<file path="src/rtl/sprite_palette_lut_pkg.sv">
// Shared types and default-palette helpers for the sprite palette lookup.
// COLOR_W is fixed here because rgb_t is built from it.
package sprite_pkg;

    localparam int COLOR_W = 4;

    typedef enum logic {INIT, RUN} state_t;

    typedef struct packed {
        logic [COLOR_W-1:0] r;
        logic [COLOR_W-1:0] g;
        logic [COLOR_W-1:0] b;
    } rgb_t;

    // Magenta: the colour that renders as "no pixel".
    function automatic rgb_t key_rgb();
        rgb_t k;
        k.r = '1;
        k.g = '0;
        k.b = '1;
        return k;
    endfunction

    // Index 0 is transparent; every other index is a grey ramp scaled to full range.
    function automatic rgb_t default_entry(input logic [COLOR_W-1:0] idx, input int idx_w);
        rgb_t               e;
        logic [COLOR_W-1:0] g;
        g = idx << (COLOR_W - idx_w);
        if (idx == '0) e = key_rgb();
        else           e = '{g, g, g};
        return e;
    endfunction

endpackage

</file>
<file path="src/rtl/sprite_palette_lut_ram.sv">
// Simple dual-port palette RAM: one synchronous write port, one registered
// read port, write-first when both ports hit the same address.
module sprite_palette_ram #(
    parameter int DEPTH = 192,
    parameter int AW    = 8,
    parameter int DW    = 12
) (
    input  logic          clk,
    input  logic          we,
    input  logic [AW-1:0] waddr,
    input  logic [DW-1:0] wdata,
    input  logic [AW-1:0] raddr,
    output logic [DW-1:0] rdata
);

    logic [DW-1:0] mem [DEPTH];

    always_ff @(posedge clk) begin
        if (we) mem[waddr] <= wdata;
        rdata <= (we && (waddr == raddr)) ? wdata : mem[raddr];
    end

endmodule

</file>
<file path="src/rtl/sprite_palette_lut.sv">
// Multi-palette colour lookup: self-loading defaults, runtime write port,
// 2-stage read pipeline with transparency detect. Optional highlight: SPRITE_PALETTE_HIGHLIGHT_EN.
module sprite_palette_lut
    import sprite_pkg::*;
#(
    parameter int IDX_W   = 4,
    parameter int NUM_PAL = 12
) (
    input  logic                       clk,
    input  logic                       reset,
    input  logic                       pix_valid,
    input  logic [$clog2(NUM_PAL)-1:0] pix_pal,
    input  logic [IDX_W-1:0]           pix_idx,
    input  logic                       pix_hl,
    input  logic                       wr_en,
    input  logic [$clog2(NUM_PAL)-1:0] wr_pal,
    input  logic [IDX_W-1:0]           wr_idx,
    input  logic [3*COLOR_W-1:0]       wr_rgb,
    output logic                       init_done,
    output logic                       out_valid,
    output logic [COLOR_W-1:0]         red,
    output logic [COLOR_W-1:0]         green,
    output logic [COLOR_W-1:0]         blue,
    output logic                       transparent
);

    localparam int PAL_W  = $clog2(NUM_PAL);
    localparam int AW     = PAL_W + IDX_W;
    localparam int DEPTH  = NUM_PAL << IDX_W;
    localparam int STAGES = 2;
    localparam logic [AW-1:0]    LAST    = AW'(DEPTH - 1);
    localparam logic [PAL_W:0]   PAL_LIM = (PAL_W + 1)'(NUM_PAL);
    localparam logic [COLOR_W-1:0] CMAX  = '1;

    state_t        state, state_nx;
    logic [AW-1:0] cnt;
    logic          init_wr, run;

    always_ff @(posedge clk) begin
        if (reset) state <= INIT;
        else       state <= state_nx;
    end

    always_comb begin
        state_nx = state;
        case (state)
            INIT:    if (cnt == LAST) state_nx = RUN;
            RUN:     state_nx = RUN;
            default: state_nx = INIT;
        endcase
    end

    always_comb begin
        init_wr = (state == INIT);
        run     = (state == RUN);
    end

    always_ff @(posedge clk) begin
        if (reset)        cnt <= '0;
        else if (init_wr) cnt <= cnt + 1'b1;
    end

    assign init_done = run;

    // Linear counter order equals {pal, idx}, so INIT walks palette-major.
    logic          wr_ok, pix_ok, ram_we;
    logic [AW-1:0] ram_waddr, ram_raddr;
    rgb_t          ram_wdata, rdata;

    always_comb begin
        wr_ok     = {1'b0, wr_pal}  < PAL_LIM;
        pix_ok    = {1'b0, pix_pal} < PAL_LIM;
        ram_we    = init_wr | (run & wr_en & wr_ok);
        ram_waddr = init_wr ? cnt : {wr_pal, wr_idx};
        ram_wdata = init_wr ? default_entry(COLOR_W'(cnt[IDX_W-1:0]), IDX_W) : rgb_t'(wr_rgb);
        ram_raddr = pix_ok ? {pix_pal, pix_idx} : '0;
    end

    sprite_palette_ram #(
        .DEPTH (DEPTH),
        .AW    (AW),
        .DW    (3*COLOR_W)
    ) u_ram (
        .clk   (clk),
        .we    (ram_we),
        .waddr (ram_waddr),
        .wdata (ram_wdata),
        .raddr (ram_raddr),
        .rdata (rdata)
    );

    logic              vld_in;
    logic [STAGES:1]   vld_pipe;
    logic              hl1, oor1;

    assign vld_in = run & pix_valid;

    always_ff @(posedge clk) begin
        if (reset) begin
            vld_pipe <= '0;
            hl1      <= 1'b0;
            oor1     <= 1'b0;
        end else begin
            vld_pipe <= {vld_pipe[STAGES-1:1], vld_in};
            hl1      <= pix_hl;
            oor1     <= ~pix_ok;
        end
    end

    assign out_valid = vld_pipe[STAGES];

    rgb_t col1, col_out;
    logic key1;

    always_comb begin
        col1    = oor1 ? key_rgb() : rdata;
        key1    = (col1 == key_rgb());
        col_out = col1;
`ifdef SPRITE_PALETTE_HIGHLIGHT_EN
        // Halfway toward white; max-c never exceeds headroom so no carry out.
        if (hl1 && !key1) begin
            col_out.r = col1.r + ((CMAX - col1.r) >> 1);
            col_out.g = col1.g + ((CMAX - col1.g) >> 1);
            col_out.b = col1.b + ((CMAX - col1.b) >> 1);
        end
`endif
    end

`ifndef SPRITE_PALETTE_HIGHLIGHT_EN
    logic unused_hl;
    assign unused_hl = hl1 ^ (|CMAX);
`endif

    always_ff @(posedge clk) begin
        if (reset) begin
            red         <= '0;
            green       <= '0;
            blue        <= '0;
            transparent <= 1'b0;
        end else if (vld_pipe[1]) begin
            red         <= col_out.r;
            green       <= col_out.g;
            blue        <= col_out.b;
            transparent <= key1;
        end
    end

endmodule

</file>
<file path="config.mk">
export PLATFORM = sky130hd
export DESIGN_NAME = sprite_palette_lut
export DESIGN_NICKNAME = d
export VERILOG_FILES = /design/src/rtl/sprite_palette_lut_pkg.sv /design/src/rtl/sprite_palette_lut_ram.sv /design/src/rtl/sprite_palette_lut.sv
export SDC_FILE = /design/constraint.sdc
export NUM_CORES = 2
export LEC_CHECK = 0
export ABC_AREA = 1
export CORE_ASPECT_RATIO = 1.5
export CORE_MARGIN = 2
export CORE_UTILIZATION = 30
export CTS_BUF_LIST = sky130_fd_sc_hd__clkbuf_4 sky130_fd_sc_hd__clkbuf_8 sky130_fd_sc_hd__clkbuf_16
export CTS_CLUSTER_SIZE = 25
export DETAILED_ROUTE_END_ITERATION = 10
export PLACE_DENSITY = 0.4
export SLEW_MARGIN = 20
export SYNTH_ARGS = -nofsm -noshare
export SYNTH_HDL_FRONTEND = slang
export SYNTH_HIERARCHICAL = 1
export SYNTH_SLANG_ARGS = --single-unit
</file>
<file path="constraint.sdc">
create_clock -name clk -period 16.8 [get_ports clk]
set_input_delay 2.52 -clock clk [delete_from_list [all_inputs] [get_ports clk]]
set_output_delay 2.52 -clock clk [all_outputs]
set_load 0.01 [all_outputs]
</file>
[Yosys cells after proc, flatten, opt, wreduce, memory -nomap -nowiden]
Memories as Yosys holds them, arrays and structs flattened. A register that Yosys moved wholly into a read port is not among the register bits.
Cells that the tools add are included.
W data, S select, Z words.
Storage, ports and cells
  register bits: 25
  memories kept: 1
  output and inout port bits: 15
  memory bits (writable): 2304
  word-level logic and storage cells: 30
Operators by class
  reduce and logical (&&, ||, !) cells: 1
  multiplexer cells: 9
  magnitude comparators: 2
  equal/unequal tests: 2
  bitwise operators: 6
  $add $sub $neg: 1
Memories
  u_ram.mem: depth 192, width 12, rd ports 1, clocked after Yosys merged registers in 1, wr ports 1, RTL line sprite_palette_lut_ram.sv:16  | logic [DW-1:0] mem [DEPTH];
Operators by type and width (number)
  $mux W12: 3
  $mux W8: 2
  $eq A12 B12 Y1 const B: 1
  $add A8 B1 Y8 const B: 1
  $eq A8 B8 Y1 const B: 1
  $lt A4 B4 Y1 const B: 2
  $logic_not A4 Y1: 1
  $and A1 B1 Y1: 3
  $mux W1: 3
  $not A1 Y1: 2
  $pmux W1 S2: 1
  $or A1 B1 Y1: 1

[Logic depth before layout (Yosys ltp)]
  word-level depth: 5
  mapped depth: 21
  gate-level depth less buffers: 17

[Cells and area by module]
The synthesis kept the hierarchy.
Modules (own cells, without submodules)
  sprite_palette_ram: instances 1, seq. area each 69346.5 sq um, cells an instance 7663, area an instance 93353.3 sq um
  sprite_palette_lut: instances 1, seq. area each 500.5 sq um, cells an instance 207, area an instance 1306.3 sq um

[Worst setup path before layout]
Ideal clock, no wire load.
  kind: register -> register
  start: reg cnt[1]
  end: mem u_ram.mem[0][4], data pin
  period minus slack after synthesis: 9865 ps
  buffers on the path: 0
  path slack: 6935 ps
  setup time: 1692 ps
  data required time: 15108 ps
  data arrival time: 8173 ps
  cell stages (with the launch flop): 6
  cell sequence: dfxtp_1 > inv_1 > ha_1 > nand2_1 > nor2_1 > o21ai_0
RTL lines
  start: declaration: RTL line sprite_palette_lut.sv:36  | logic [AW-1:0] cnt;
  start signal: assignment: RTL line sprite_palette_lut.sv:60  | else if (init_wr) cnt <= cnt + 1'b1;
  end: declaration: RTL line sprite_palette_lut_ram.sv:16

==> reports/results.tsv <==
stage	metric	value	unit
timing	max-slew violation count	0	
timing	Worst Max-Slew Pin Slew	1140	ps
detailed_routing	drt total wl	304000	um
pwr	Leak Pwr	36.2	nW
floorplanning	initial core utilization	30.1	%
synthesis	Post-Syn Instances	7870	
clock_network	Setup Fix Bufs, Post-CTS	0	
synthesis	Post-Syn Area	0.0947	mm2
synthesis	syn_nets	7905	
finish	Reg area	0.0699	mm2
timing	setup TNS	0	ps
timing	Setup violations, final	0	
pwr	Sw Ratio	24.6	%
run_status	status	finished clean	
synthesis	Yosys cell types	30	
detailed_routing	average wire per standard cell	24.9	um
place	routability congestion estimate	0.798	
worst_setup_path	Startpoint Class	register	
floorplanning	Top Ports	48	
synthesis	Yosys warning count	6	
worst_hold_path	worst min path class	register to register	
timing	final setup margin	10340	ps
synthesis	synthesized flop and latch total	2337	
global_routing	GRT Util Overall	18.5	%
worst_setup_path	CP max-delay cell	dfxtp_4	
clock_network	clk sinks	2337	
floorplanning	Die ar.	0.320	mm2
floorplanning	chip width	463	um
clock_network	# hold bufs at CTS	0	
place	pre-CTS setup slack	10340	ps
finish	fraction of layout cells with a size suffix above 1	8.39	%
floorplanning	Die Span Y	692	um
timing	clk_skew	45.6	ps
place	port bufs	46	
worst_setup_path	Critical Path AT	7270	ps
timing	Fmax achieved	0.155	GHz
timing	Final min period	6460	ps
clock_network	Resized cells post-CTS	0	
pwr	Logic pwr share	8.5	%
detailed_routing	DRC Markers	0	
worst_setup_path	CP Data Required Time	17610	ps
clock_network	# H-tree levels	4	
clock_network	clk_lat worst skew	890	ps
finish	# fillers	31200	
worst_setup_path	Largest stage delay, worst path	880	ps
clock_network	CTS tree	done	
pwr	Clock Power Share	39.3	%
detailed_routing	starting DRC count in detailed routing	4305	
floorplanning	CORE AREA	0.314	mm2
pwr	cell area power density	119	mW/mm2
pwr	Internal Power	9.54	mW
clock_network	CTS Root Cell	clkbuf_16	
detailed_routing	Pre-Repair DR Iteration Count	7	
floorplanning	# rows	252	
global_routing	initial antenna violation count	5	
worst_setup_path	CP Capture Type	register	
run	Max Cap Viol	0	
pwr	Net Sw Power	3.12	mW
global_routing	vias in the first global route	58600	
worst_setup_path	most frequent cell on the critical path	nand3_1	
clock_network	clock tree buffer depth	4	
clock_network	CTS Buf Count	228	
pwr	sequential power share	52.1	%
timing	Final period util	38.4	%
finish	Final #Nets	7896	
detailed_routing	via count	59900	
finish	Area growth, synth to finish	12.7	%
worst_hold_path	Worst Hold Launch	transparent	
worst_setup_path	critical-path cell list	buf_4 > buf_4 > buf_4 > buf_12 > nand2_1 > nand3_1 > nand3_1 > nand3_1 > nand3_1 > nand3_1 > nand3_1 > nand2_1 > nand2_1 > nand2_1 > inv_1 > nand2_1 > nand3_1 > nor2_1 > nand2_1 > a21oi_2	
synthesis	syn_area_per_cell	12.0	um2
timing	RSZ-0062 raised after global routing	no	
pwr	peak supply drop	0.0845	mV
global_routing	pin count of the biggest net entering global routing	202	
timing	worst hold slack	485	ps
timing	worst relative slew slack	23.7	%
finish	multi-input logic area	0.0219	mm2
worst_setup_path	Setup CP Type	register to register	
worst_setup_path	Crit Path Max Fanout	153	
clock_network	clk slew on worst S/H paths	60	ps
synthesis	Seq/Total Area, Yosys	73.8	%
timing	Hold Violations, Final	0	
detailed_routing	vias per inst	4.91	
global_routing	first-pass GRT wire length	436000	um
global_routing	GRT overflow	0	
detailed_routing	DRT antenna net count	0	
place	hpwl dp	170000	um
per-layer routing:
layer / global-route usage (%) / part of all wire, %
met1: 23.0 / 41
met2: 33.1 / 51
met3: 1.81 / 3.6
met4: 6.91 / 3.9
met5: 0 / 0
final cells by class:
cell class,count,area share [%]
multi-input combinational,4935,20.5
clock inverter,107,0.704
timing repair buffer,286,2.28
inverter,73,0.292
antenna,3,0.00704
clock buffer,285,5.84
tap,4191,4.91
sequential,2337,65.5
placed cells by master, fill, tap and decap left out, drive strengths merged:
| cell | netlist | routed |
|---|---|---|
| dfxtp | 33 | 33 |
| bufinv | 0 | 10 |
| nand2 | 2168 | 2168 |
| a21oi | 69 | 69 |
| ha | 2 | 2 |
| clkbuf | 98 | 285 |
| nor2 | 482 | 482 |
| clkdlybuf4s50 | 0 | 46 |
| o31ai | 14 | 14 |
| diode | 0 | 3 |
| clkinvlp | 0 | 5 |
| nand4 | 1 | 1 |
| o22ai | 104 | 104 |
| a31oi | 3 | 3 |
| nor3 | 7 | 7 |
| nand3 | 1826 | 1826 |
| edfxtp | 2304 | 2304 |
| o21ai | 259 | 259 |
| clkinv | 1 | 90 |
| buf | 427 | 240 |
| inv | 72 | 75 |
path summary, 6_finish.rpt:
check	slack (ps)	end	depth (start not counted)
worst max register to register	10340	transparent	20
worst min-delay path	480	transparent	2
worst min register to register	480	transparent	2
worst max-delay path	10340	transparent	20
power by group through the flow:
| stage | Clock (mW) | Sequential (mW) | Combinational [mW] |
|---|---|---|---|
| floorplan | 0 | 6.76 | 0.613 |
| global route | 5.31 | 6.60 | 1.18 |
| finish | 4.98 | 6.60 | 1.08 |
| detailed placement | 0 | 6.72 | 1.10 |
| CTS | 5.12 | 6.60 | 1.11 |
| global placement | 0 | 6.72 | 1.09 |
logic make-up (layout without fill, tap and decap cells):
logic type / after synthesis / count (layout) / synth area share, %
AOI/OAI and AO/OA: 449 / 449 / 2.60
adders and majority gates: 2 / 2 / 0.0264
buffers and inverters: 598 / 751 / 3.37
DFF: 2337 / 2337 / 73.8
other: 0 / 3 / 0
and+or+nand+nor: 4484 / 4484 / 20.2
flip-flops by register name, indices dropped and copies added, names as in the netlist, named ones only:
register,flops
u_ram/mem,2304
cnt,8
blue,4
green,4
red,4
vld_pipe,2
init_done,1
oor1,1
transparent,1
Yosys cell counts:
cell type  count  area, um2
clkinv_1       1       3.75
edfxtp_1    2304      69200
buf_6         50        563
dfxtp_1       33        661
clkbuf_2       1       5.00
nor2_1       476       1790
inv_4          1       6.26
o21ai_2        1       8.76
o31ai_2        6       75.1
o31ai_1        8       60.1
inv_1         63        236
ha_1           2       25.0
buf_1         90        338
buf_4         69        518
nor3_1         7       35.0
nand2_1     2167       8130
o22ai_1      104        651
buf_8          3       45.0
nand4_1        1       6.26
a21oi_2        2       17.5
a31oi_1        3       18.8
nor2_2         6       37.5
nand3_1     1826       9140
o21ai_0      238       1190
inv_2          8       30.0
o21ai_1       20        100
clkbuf_1      97        364
a21oi_1       67        335
buf_2        215       1080
nand2_2        1       6.26
through the flow:
step | std cells | utilization [%] | total power, mW | area [um2]
global placement | 11800 | 31.7 | 7.82 | 99600
floorplan | 7870 | - | 7.37 | 94700
global route | 12200 | 34.0 | 13.1 | 107000
detailed placement | 11800 | 31.7 | 7.83 | 99700
finish | 12200 | 34.0 | 12.7 | 107000
CTS | 12200 | 34.0 | 12.8 | 107000
worst max-delay path: cells and delay by family (launching register included):
kind                   cells  cell delay [ps]
AOI/OAI and AO/OA          1              120
and+or+nand+nor           14             2310
DFF                        1              880
buffers and inverters      5             2720
(Power assumes the default switching activity.)
